**config.mk**
```make
export PLATFORM = sky130hd
export DESIGN_NAME = operand_fetch
export DESIGN_NICKNAME = d
export VERILOG_FILES = /design/src/rtl/operand_fetch_pkg.sv /design/src/rtl/regfile.sv /design/src/rtl/operand_fetch.sv
export SDC_FILE = /design/constraint.sdc
export NUM_CORES = 1
export LEC_CHECK = 0
export ABC_CLOCK_PERIOD_IN_PS = 2700
export BUFFER_PORTS_ARGS = -buffer_cell sky130_fd_sc_hd__buf_4
export CORE_MARGIN = 2
export CORE_UTILIZATION = 25
export CTS_CLUSTER_DIAMETER = 30
export DETAILED_ROUTE_END_ITERATION = 10
export PLACE_DENSITY = 0.44
export REMOVE_ABC_BUFFERS = 1
export SLEW_MARGIN = 10
export SYNTH_ARGS = -nofsm -noshare
export SYNTH_HDL_FRONTEND = slang
export SYNTH_SLANG_ARGS = --single-unit
export TNS_END_PERCENT = 1
```
**constraint.sdc**
```tcl
create_clock -name clk -period 2.7 [get_ports clk]
set_clock_uncertainty 0.2 [all_clocks]
set_input_delay 0 -clock clk [delete_from_list [all_inputs] [get_ports clk]]
set_output_delay 0 -clock clk [all_outputs]
set_load 0.05 [all_outputs]
```
**src/rtl/operand_fetch_pkg.sv**
```systemverilog
// Shared widths and operand-select encoding for the operand fetch stage.
package operand_fetch_pkg;

    localparam int DATA_WIDTH = 12;
    localparam int ADDR_WIDTH = 5;
    localparam int NUM_REGS   = 1 << ADDR_WIDTH;

    typedef enum logic {
        OPSEL_REG = 1'b0,
        OPSEL_IMM = 1'b1
    } opsel_e;

endpackage

```
**src/rtl/regfile.sv**
```systemverilog
// Register file: two asynchronous read ports and one write port.
// Register 0 is hardwired to zero.
module regfile #(
    parameter int DATA_WIDTH = operand_fetch_pkg::DATA_WIDTH,
    parameter int ADDR_WIDTH = operand_fetch_pkg::ADDR_WIDTH
) (
    input  logic                  clk,
    input  logic                  rst_n,
    input  logic                  wr_en,
    input  logic [ADDR_WIDTH-1:0] wr_addr,
    input  logic [DATA_WIDTH-1:0] wr_data,
    input  logic [ADDR_WIDTH-1:0] rd_addr_a,
    output logic [DATA_WIDTH-1:0] rd_data_a,
    input  logic [ADDR_WIDTH-1:0] rd_addr_b,
    output logic [DATA_WIDTH-1:0] rd_data_b
);

    localparam int NUM_REGS = 1 << ADDR_WIDTH;

    logic [DATA_WIDTH-1:0] regs [NUM_REGS];

    // NOTE: the array is reset because the architecture requires every
    // register to read zero after reset; this forces flops, not RAM macros.
    always_ff @(posedge clk or negedge rst_n) begin
        if (!rst_n) begin
            for (int i = 0; i < NUM_REGS; i++) begin
                regs[i] <= '0;
            end
        end else if (wr_en && (wr_addr != '0)) begin
            regs[wr_addr] <= wr_data;
        end
    end

    assign rd_data_a = (rd_addr_a == '0) ? '0 : regs[rd_addr_a];
    assign rd_data_b = (rd_addr_b == '0) ? '0 : regs[rd_addr_b];

endmodule

```
**src/rtl/operand_fetch.sv**
```systemverilog
// Operand fetch stage: reads sources with write-back bypass and presents
// them to the ALU through a valid/ready output register.
module operand_fetch #(
    parameter int DATA_WIDTH = operand_fetch_pkg::DATA_WIDTH,
    parameter int ADDR_WIDTH = operand_fetch_pkg::ADDR_WIDTH
) (
    input  logic                  clk,
    input  logic                  rst_n,
    input  logic                  in_valid,
    output logic                  in_ready,
    input  logic [ADDR_WIDTH-1:0] rs1,
    input  logic [ADDR_WIDTH-1:0] rs2,
    input  logic [ADDR_WIDTH-1:0] rd,
    input  logic [DATA_WIDTH-1:0] imm,
    input  logic                  ALUsrc,
    input  logic                  ALUctrl_in,
    input  logic                  wb_en,
    input  logic [ADDR_WIDTH-1:0] wb_addr,
    input  logic [DATA_WIDTH-1:0] wb_data,
    output logic                  out_valid,
    input  logic                  out_ready,
    output logic [DATA_WIDTH-1:0] ALUop1,
    output logic [DATA_WIDTH-1:0] ALUop2,
    output logic                  ALUctrl,
    output logic [ADDR_WIDTH-1:0] rd_out
);

    logic [DATA_WIDTH-1:0]     rf_data1;
    logic [DATA_WIDTH-1:0]     rf_data2;
    logic [DATA_WIDTH-1:0]     op1_next;
    logic [DATA_WIDTH-1:0]     op2_next;
    logic                      accept;
    logic                      holding;
    logic                      wb_live;
    operand_fetch_pkg::opsel_e sel_in;
    operand_fetch_pkg::opsel_e held_sel;
    logic [ADDR_WIDTH-1:0]     held_rs1;
    logic [ADDR_WIDTH-1:0]     held_rs2;

    regfile #(
        .DATA_WIDTH(DATA_WIDTH),
        .ADDR_WIDTH(ADDR_WIDTH)
    ) u_regfile (
        .clk      (clk),
        .rst_n    (rst_n),
        .wr_en    (wb_en),
        .wr_addr  (wb_addr),
        .wr_data  (wb_data),
        .rd_addr_a(rs1),
        .rd_data_a(rf_data1),
        .rd_addr_b(rs2),
        .rd_data_b(rf_data2)
    );

    assign in_ready = !out_valid || out_ready;
    assign accept   = in_valid && in_ready;
    assign holding  = out_valid && !out_ready;
    assign wb_live  = wb_en && (wb_addr != '0);
    assign sel_in   = operand_fetch_pkg::opsel_e'(ALUsrc);

    // NOTE: every output of this block gets a default first so no path
    // leaves a value unassigned and infers a latch.
    always_comb begin
        op1_next = rf_data1;
        op2_next = rf_data2;
        if (wb_live && (wb_addr == rs1)) op1_next = wb_data;
        if (wb_live && (wb_addr == rs2)) op2_next = wb_data;
        if (sel_in == operand_fetch_pkg::OPSEL_IMM) op2_next = imm;
    end

    // NOTE: sequential state uses non-blocking assignments so every flop
    // samples pre-edge values regardless of statement order.
    always_ff @(posedge clk or negedge rst_n) begin
        if (!rst_n) begin
            out_valid <= 1'b0;
            ALUop1    <= '0;
            ALUop2    <= '0;
            ALUctrl   <= 1'b0;
            rd_out    <= '0;
            held_rs1  <= '0;
            held_rs2  <= '0;
            held_sel  <= operand_fetch_pkg::OPSEL_REG;
        end else if (accept) begin
            out_valid <= 1'b1;
            ALUop1    <= op1_next;
            ALUop2    <= op2_next;
            ALUctrl   <= ALUctrl_in;
            rd_out    <= rd;
            held_rs1  <= rs1;
            held_rs2  <= rs2;
            held_sel  <= sel_in;
        end else if (holding) begin
            // A stalled operation must not go stale behind a later write-back.
            if (wb_live && (wb_addr == held_rs1)) ALUop1 <= wb_data;
            if (wb_live && (wb_addr == held_rs2) && (held_sel == operand_fetch_pkg::OPSEL_REG))
                ALUop2 <= wb_data;
        end else if (out_valid) begin
            out_valid <= 1'b0;
        end
    end

endmodule

```
==> results.json, run 1 <==
{
  "yosys_warnings": 0,
  "clockBufferDepth": 3,
  "num_antenna_cells": 0,
  "clk_pin_slew_ps": 50,
  "rows": 110,
  "status": "completed",
  "netlist_top_cells_count": "dfrtp_1, mux2_2, mux4_2",
  "critPathBufInv": 1,
  "areaGrowthSynthToFinish_pct": 33.53,
  "synth_area_leaders": "dfrtp_1, mux2_2, mux4_2",
  "vdd_drop_max_uv": 479.8,
  "fin_nets": 1852,
  "via_per_inst": 5.132,
  "cp-end-kind": "flip-flop",
  "grt_pass1_wl_mm": 119.6,
  "synthDistinctLibCells": 43,
  "initial_core_util_pct": 25.17,
  "comb_power_share_pct": 15.4,
  "intPower_mw": 20.78,
  "p_leak_nw": 12.82,
  "routed_wl_mm": 81.04,
  "dpl_cell_area_sq_um": 24810,
  "finalCriticalPeriod_ps": 2644,
  "p_switching_mw": 7.299,
  "timing.rr.start": "u_regfile.regs[323]$_DFFE_PN0P_",
  "preCtsSetupSlack_ps": 154.4,
  "async_flop_share_pct": 100.0,
  "io_pins": 83,
  "critPathCapture": "ALUop2[11]$_DFFE_PN0P_",
  "path_depth": 6,
  "synth_top_cell_by_area": "dfrtp_1",
  "io_buffers": 82,
  "grt_pass1_vias": 17001,
  "ant_nets": 0,
  "wl_per_cell_um": 26.30,
  "ctsHtreeMaxLevel": 3,
  "grt_setup_unrepaired": "no",
  "period_share_pct": 97.92,
  "r2r_slack_ps": 60,
  "max_slew_margin_pct": 27.83,
  "switching_share_pct": 25.99,
  "clkPwrFrac_pct": 54.1,
  "gp_congestion": 0.7820,
  "power_mw": 28.08,
  "finalMaxSlewViolations": 0,
  "gr-total-overflow": 0,
  "setup.worst_path.start": "u_regfile.regs[323]$_DFFE_PN0P_",
  "postCtsSetupBuffers": 0,
  "hpwl_mm": 49.06,
  "synth_cells": 1595,
  "grt_antenna_before_repair": 0,
  "final_cell_area_sq_um": 30160,
  "synth_top_area_share_pct": 47.20,
  "syn_area_per_cell_sq_um": 14.16,
  "tritoncts": "built",
  "path_class": "flip-flop to flip-flop",
  "synthMostInstantiatedCell": "dfrtp_1",
  "cp_slowest_stage_delay_ps": 570,
  "cts_root_buf": "clkbuf_16",
  "crit_path_start_kind": "flip-flop",
  "timing.final.hold_violations": 0,
  "die_y_um": 304.6,
  "drv_cap": 0,
  "numCtsBuffers": 119,
  "core-area_sq_um": 89740,
  "synth_area_sq_um": 22580,
  "powerDensity_nw_per_um2": 931.2,
  "drtIter0Drc": 991,
  "rr_worst_depth": 6,
  "tightest_slew_ps": 1081,
  "fp.dieArea_sq_um": 92760,
  "drive_gt1_share_pct": 51.13,
  "reg2reg_to": "ALUop2[11]$_DFFE_PN0P_",
  "clock_sink_count": 426,
  "synth_edf_count": 0,
  "insertion_delay_ps": 670,
  "grt_util_all_layers_pct": 17.47,
  "setup-violations-final": 0,
  "setup_tns_ps": 0,
  "setup_ws_ps": 56.19,
  "cp_top_family": "multiplexers",
  "first_pass_iters": 7,
  "drc": 0,
  "p_seq_share_pct": 30.5,
  "crit_arrival_ps": 2960,
  "synth_seq_area_share_pct": 47.20,
  "die_w_um": 304.6,
  "ys_ff_latch": 426,
  "critPathMaxFanout": 3,
  "hold_ws_ps": 196.6,
  "vias": 15813,
  "required_ps": 3020,
  "fmax_mhz": 378.2,
  "grt_max_degree": 103,
  "critical-path-slowest-cell": "dlygate4sd3_1",
  "ys.flop_type": "dfrtp_1",
  "crit_chain": "mux4_2, mux2i_2, o21ai_0, o2111ai_1, o221ai_1, dlygate4sd3_1",
  "worstHoldPathType": "flip-flop to flip-flop"
}
-- routing by layer --
| metal | global-route usage, % | routed length [um] | vias to the layer above |
|---|---|---|---|
| met1 | 24.71 | 37430 | 8555 |
| met5 | 0 | 0 | - |
| met3 | 3.373 | 4390 | 112 |
| met2 | 27.12 | 37490 | 528 |
| li1 | - | - | 6618 |
| met4 | 5.077 | 1729 | 0 |
-- timing repair --
action | in CTS | in global routing
endpoints found under the hold margin | 840 | 0
hold buffers | 90 | 0
endpoints found under the setup margin | 0 | 12
resized for setup | 0 | 7
-- area by class of cell --
cell class	instances	area, sq um
Timing Repair Buffer	263	2465
Tap cell	1176	1471
Sequential cell	426	10660
Multi-Input combinational cell	988	11150
Clock inverter	80	1164
Inverter	3	11.26
Clock buffer	145	3236
Fill cell	8691	59580
-- registers in the layout (all words and copies together) (netlist names) --
name / flops
held_rs1: 5
ALUctrl: 1
held_rs2: 5
ALUop1: 12
u_regfile.regs: 384
ALUop2: 12
rd_out: 5
held_sel: 1
out_valid: 1
-- metrics by stage --
step / std cells / utilization [%]
global route: 3081 / 33.61
floorplan: 1417 / -
finish: 3081 / 33.61
detailed placement: 2766 / 27.65
global placement: 2766 / 27.65
CTS: 3081 / 33.57
-- cell usage in the layout (no fill, tap or decap), types with 10 or more instances in the layout --
cell type / instances
mux2_2: 395
nand2_1: 100
a21oi_1: 17
a22oi_1: 48
a32o_1: 12
o221ai_1: 23
nand4_1: 12
xor2_1: 17
bufinv_16: 24
buf_4: 150
dfrtp_1: 426
dlygate4sd3_1: 89
mux4_2: 180
o21a_1: 11
buf_12: 18
nor2_1: 23
mux2i_1: 27
clkbuf_1: 10
o22ai_1: 22
clkinvlp_4: 12
o21ai_0: 27
clkbuf_8: 16
clkinv_2: 27
clkbuf_16: 119
a221o_1: 12
-- cells by family (layout without fill, tap and decap cells) --
kind of cell / count (synthesis) / after routing / share of synthesized area (%)
simple gates: 176 / 176 / 3.562
xor+xnor: 20 / 20 / 0.7756
flops: 426 / 426 / 47.20
buf+inv: 181 / 491 / 3.535
compound gates: 189 / 189 / 6.039
mux: 603 / 603 / 38.89
-- worst register-to-register path, delay by kind of cell, from the launching register on --
kind | cells | cell delay (ps)
mux | 2 | 680
buf+inv | 1 | 570
flops | 1 | 390
compound gates | 3 | 650
-- power groups by stage --
stage                     registers, mW  clock network (mW)  logic [mW]
after global placement             8.59                   0        4.10
after global routing               8.73                15.8        4.61
final                              8.58                15.2        4.31
after floorplan                    8.54                   0        2.55
after detailed placement           8.64                   0        4.17
after CTS                          8.55                15.4        4.35
-- worst min-delay path by stage --
stage	from	endpoint	slack, ps	cells after the start
3_3_place_gp	rst_n	u_regfile.regs[10]$_DFFE_PN0P_	-200	1
6_report	u_regfile.regs[372]$_DFFE_PN0P_	u_regfile.regs[372]$_DFFE_PN0P_	200	0
2_1_floorplan	rst_n	ALUctrl$_DFFE_PN0P_	-500	0
3_5_place_dp	rst_n	u_regfile.regs[94]$_DFFE_PN0P_	-200	1
4_1_cts	u_regfile.regs[372]$_DFFE_PN0P_	u_regfile.regs[372]$_DFFE_PN0P_	190	0
5_1_grt	u_regfile.regs[378]$_DFFE_PN0P_	u_regfile.regs[378]$_DFFE_PN0P_	210	0
(Power assumes the default switching activity.)
==> inputs of run 2 (changes only) <==
GPL_TIMING_DRIVEN = 0   (was default)
==> run 2 against run 1 <==
The run now ends with negative hold slack left; critical path depth increased by 2; cell count down 2.2%; setup slack worse by 2.9 ps; critical endpoint is now ALUop1[8]$_DFFE_PN0P_; sequential share of layout area grew 0.55 points; power down 5.3%; first-iteration DRC count increased by 4.9%; maximum frequency down 0.11%; count of clock-buffer cells in the layout is 36 higher; via count fell by 1.8%; core utilization fell by 0.51 points; die area stayed put; clock power fell by 9%.
==> results.json, run 2 (synthesis gave the netlist of run 1 again) <==
{
  "wl_per_cell_um": 26.33,
  "insertion_delay_ps": 660,
  "status": "complete, but fails checks",
  "io_pins": 83,
  "fp.dieArea_sq_um": 92760,
  "intPower_mw": 19.70,
  "worstHoldPathType": "input pin to asynchronous set/reset pin",
  "p_switching_mw": 6.878,
  "gp_congestion": 0.7487,
  "drc": 0,
  "initial_core_util_pct": 25.17,
  "top_register": "u_regfile.regs",
  "timing.final.hold_violations": 78,
  "comb_power_share_pct": 16.2,
  "critical-path-slowest-cell": "dlygate4sd3_1",
  "fillers": 8724,
  "reg2reg_to": "rd_out[4]$_DFFE_PN0P_",
  "cp_slowest_stage_delay_ps": 550,
  "routed_wl_mm": 79.33,
  "core-area_sq_um": 89740,
  "timing.rr.start": "out_valid$_DFFE_PN0P_",
  "tritoncts": "built",
  "largest_reg_flops": 384,
  "switching_share_pct": 25.88,
  "hold_ws_ps": -249.4,
  "post-route-util_pct": 33.09,
  "required_ps": 3020,
  "multi_input_area_sq_um": 11250,
  "crit_chain": "dlygate4sd3_1, buf_6, buf_16, mux4_2, a22oi_1, nand2_1, a32o_1, a221o_1",
  "grt_pass1_wl_mm": 116.6,
  "preCtsSetupSlack_ps": -641.4,
  "first_pass_iters": 5,
  "die_w_um": 304.6,
  "r2r_slack_ps": 210,
  "areaGrowthSynthToFinish_pct": 31.50,
  "reg.largest.list": "u_regfile.regs: 384 flops, ALUop1: 12 flops, ALUop2: 12 flops",
  "vias": 15532,
  "max_slew_margin_pct": 18.39,
  "final_cell_mix": "dfrtp_1, mux2_2, mux4_2",
  "cp-end-kind": "flip-flop",
  "grt_max_degree": 107,
  "period_share_pct": 98.03,
  "numCtsBuffers": 117,
  "drtIter0Drc": 1040,
  "path_class": "input pin to flip-flop",
  "via_per_inst": 5.155,
  "placedCellCount": 2712,
  "io_buffers": 82,
  "setup_tns_ps": 0,
  "rr_worst_depth": 6,
  "ant_nets": 0,
  "crit_path_start_kind": "input pin",
  "powerDensity_nw_per_um2": 895.1,
  "final_cell_area_sq_um": 29700,
  "seq_area_sq_um": 10660,
  "p_seq_share_pct": 32.0,
  "crit_arrival_ps": 2970,
  "cts_root_buf": "clkbuf_16",
  "vdd_drop_max_uv": 529.2,
  "dpl_cell_area_sq_um": 24690,
  "setup-violations-final": 0,
  "drive_gt1_share_pct": 50.52,
  "grt_antenna_before_repair": 2,
  "p_leak_nw": 12.53,
  "setup_ws_ps": 53.27,
  "stdcell_count": 3013,
  "drv_cap": 0,
  "clock_sink_count": 426,
  "violations": "negative hold slack",
  "clk_pin_slew_ps": 40,
  "mostFrequentLayoutCell": "dfrtp_1",
  "grt_setup_unrepaired": "no",
  "ctsHtreeMaxLevel": 3,
  "clkPwrFrac_pct": 51.8,
  "num_antenna_cells": 0,
  "grt_util_all_layers_pct": 16.98,
  "fin_nets": 1791,
  "die_y_um": 304.6,
  "hpwl_mm": 47.94,
  "fmax_mhz": 377.8,
  "gr-total-overflow": 0,
  "grt_pass1_vias": 16825,
  "cts_hold_buf": 83,
  "critPathMaxFanout": 52,
  "finalCriticalPeriod_ps": 2647,
  "finalMaxSlewViolations": 0,
  "rows": 110,
  "tightest_slew_ps": 1220,
  "clockBufferDepth": 3
}
[run 2: cell type report]
| cell class | instances | share of cell area, % |
|---|---|---|
| flip-flops and latches | 426 | 35.90 |
| well taps | 1176 | 4.955 |
| clock inverters | 35 | 1.576 |
| repair buffers | 204 | 7.710 |
| inverters | 3 | 0.03792 |
| clock buffers | 181 | 11.95 |
| multi-input cells | 988 | 37.88 |
[run 2: power groups by stage]
stage	sequential [mW]	combinational (mW)	clock [mW]
6_report	8.50	4.30	13.8
4_1_cts	8.48	4.34	14.0
2_1_floorplan	8.54	2.55	0
3_3_place_gp	8.48	4.04	0
3_5_place_dp	8.56	4.18	0
5_1_grt	8.65	4.60	14.4
[run 2: worst max-delay path by stage]
stage / startpoint / end / slack, ps / depth (start not counted)
after floorplan: out_valid$_DFFE_PN0P_ / ALUop1[0]$_DFFE_PN0P_ / -790 / 5
after global placement: rst_n / u_regfile.regs[297]$_DFFE_PN0P_ / -3160 / 1
after detailed placement: out_valid$_DFFE_PN0P_ / ALUop1[8]$_DFFE_PN0P_ / -640 / 5
after CTS: rst_n / u_regfile.regs[195]$_DFFE_PN0P_ / 10 / 11
after global routing: wb_addr[0] / u_regfile.regs[289]$_DFFE_PN0P_ / 4 / 9
final: rs1[2] / ALUop1[8]$_DFFE_PN0P_ / 50 / 8
[run 2: per-layer routing]
| layer | vias to the layer above | global-route usage, % | share of wire, % |
|---|---|---|---|
| met5 | - | 0 | 0.034 |
| met4 | 4 | 6.102 | 3.0 |
| met1 | 8353 | 22.53 | 44 |
| li1 | 6499 | - | - |
| met3 | 158 | 3.922 | 6.4 |
| met2 | 518 | 27.11 | 47 |
[run 2: critical path, delay by kind of cell]
family / cells / cell delay [ps]
compound gates: 3 / 950
simple gates: 1 / 120
mux: 1 / 360
buf+inv: 3 / 1450
[run 2: repair_timing]
action / in CTS / in global routing
hold endpoints to repair: 556 / 78
gates resized for setup: 2 / 4
setup buffers: 1 / 0
cloned: 0 / 1
setup endpoints to repair: 12 / 132
[run 2: stage by stage]
step	hold slack, ps	total power [mW]
2_1_floorplan	-495.6	11.08
3_3_place_gp	4.486	12.51
3_5_place_dp	-155.3	12.74
4_1_cts	8.000	26.84
5_1_grt	-204.3	27.65
6_report	-249.4	26.58
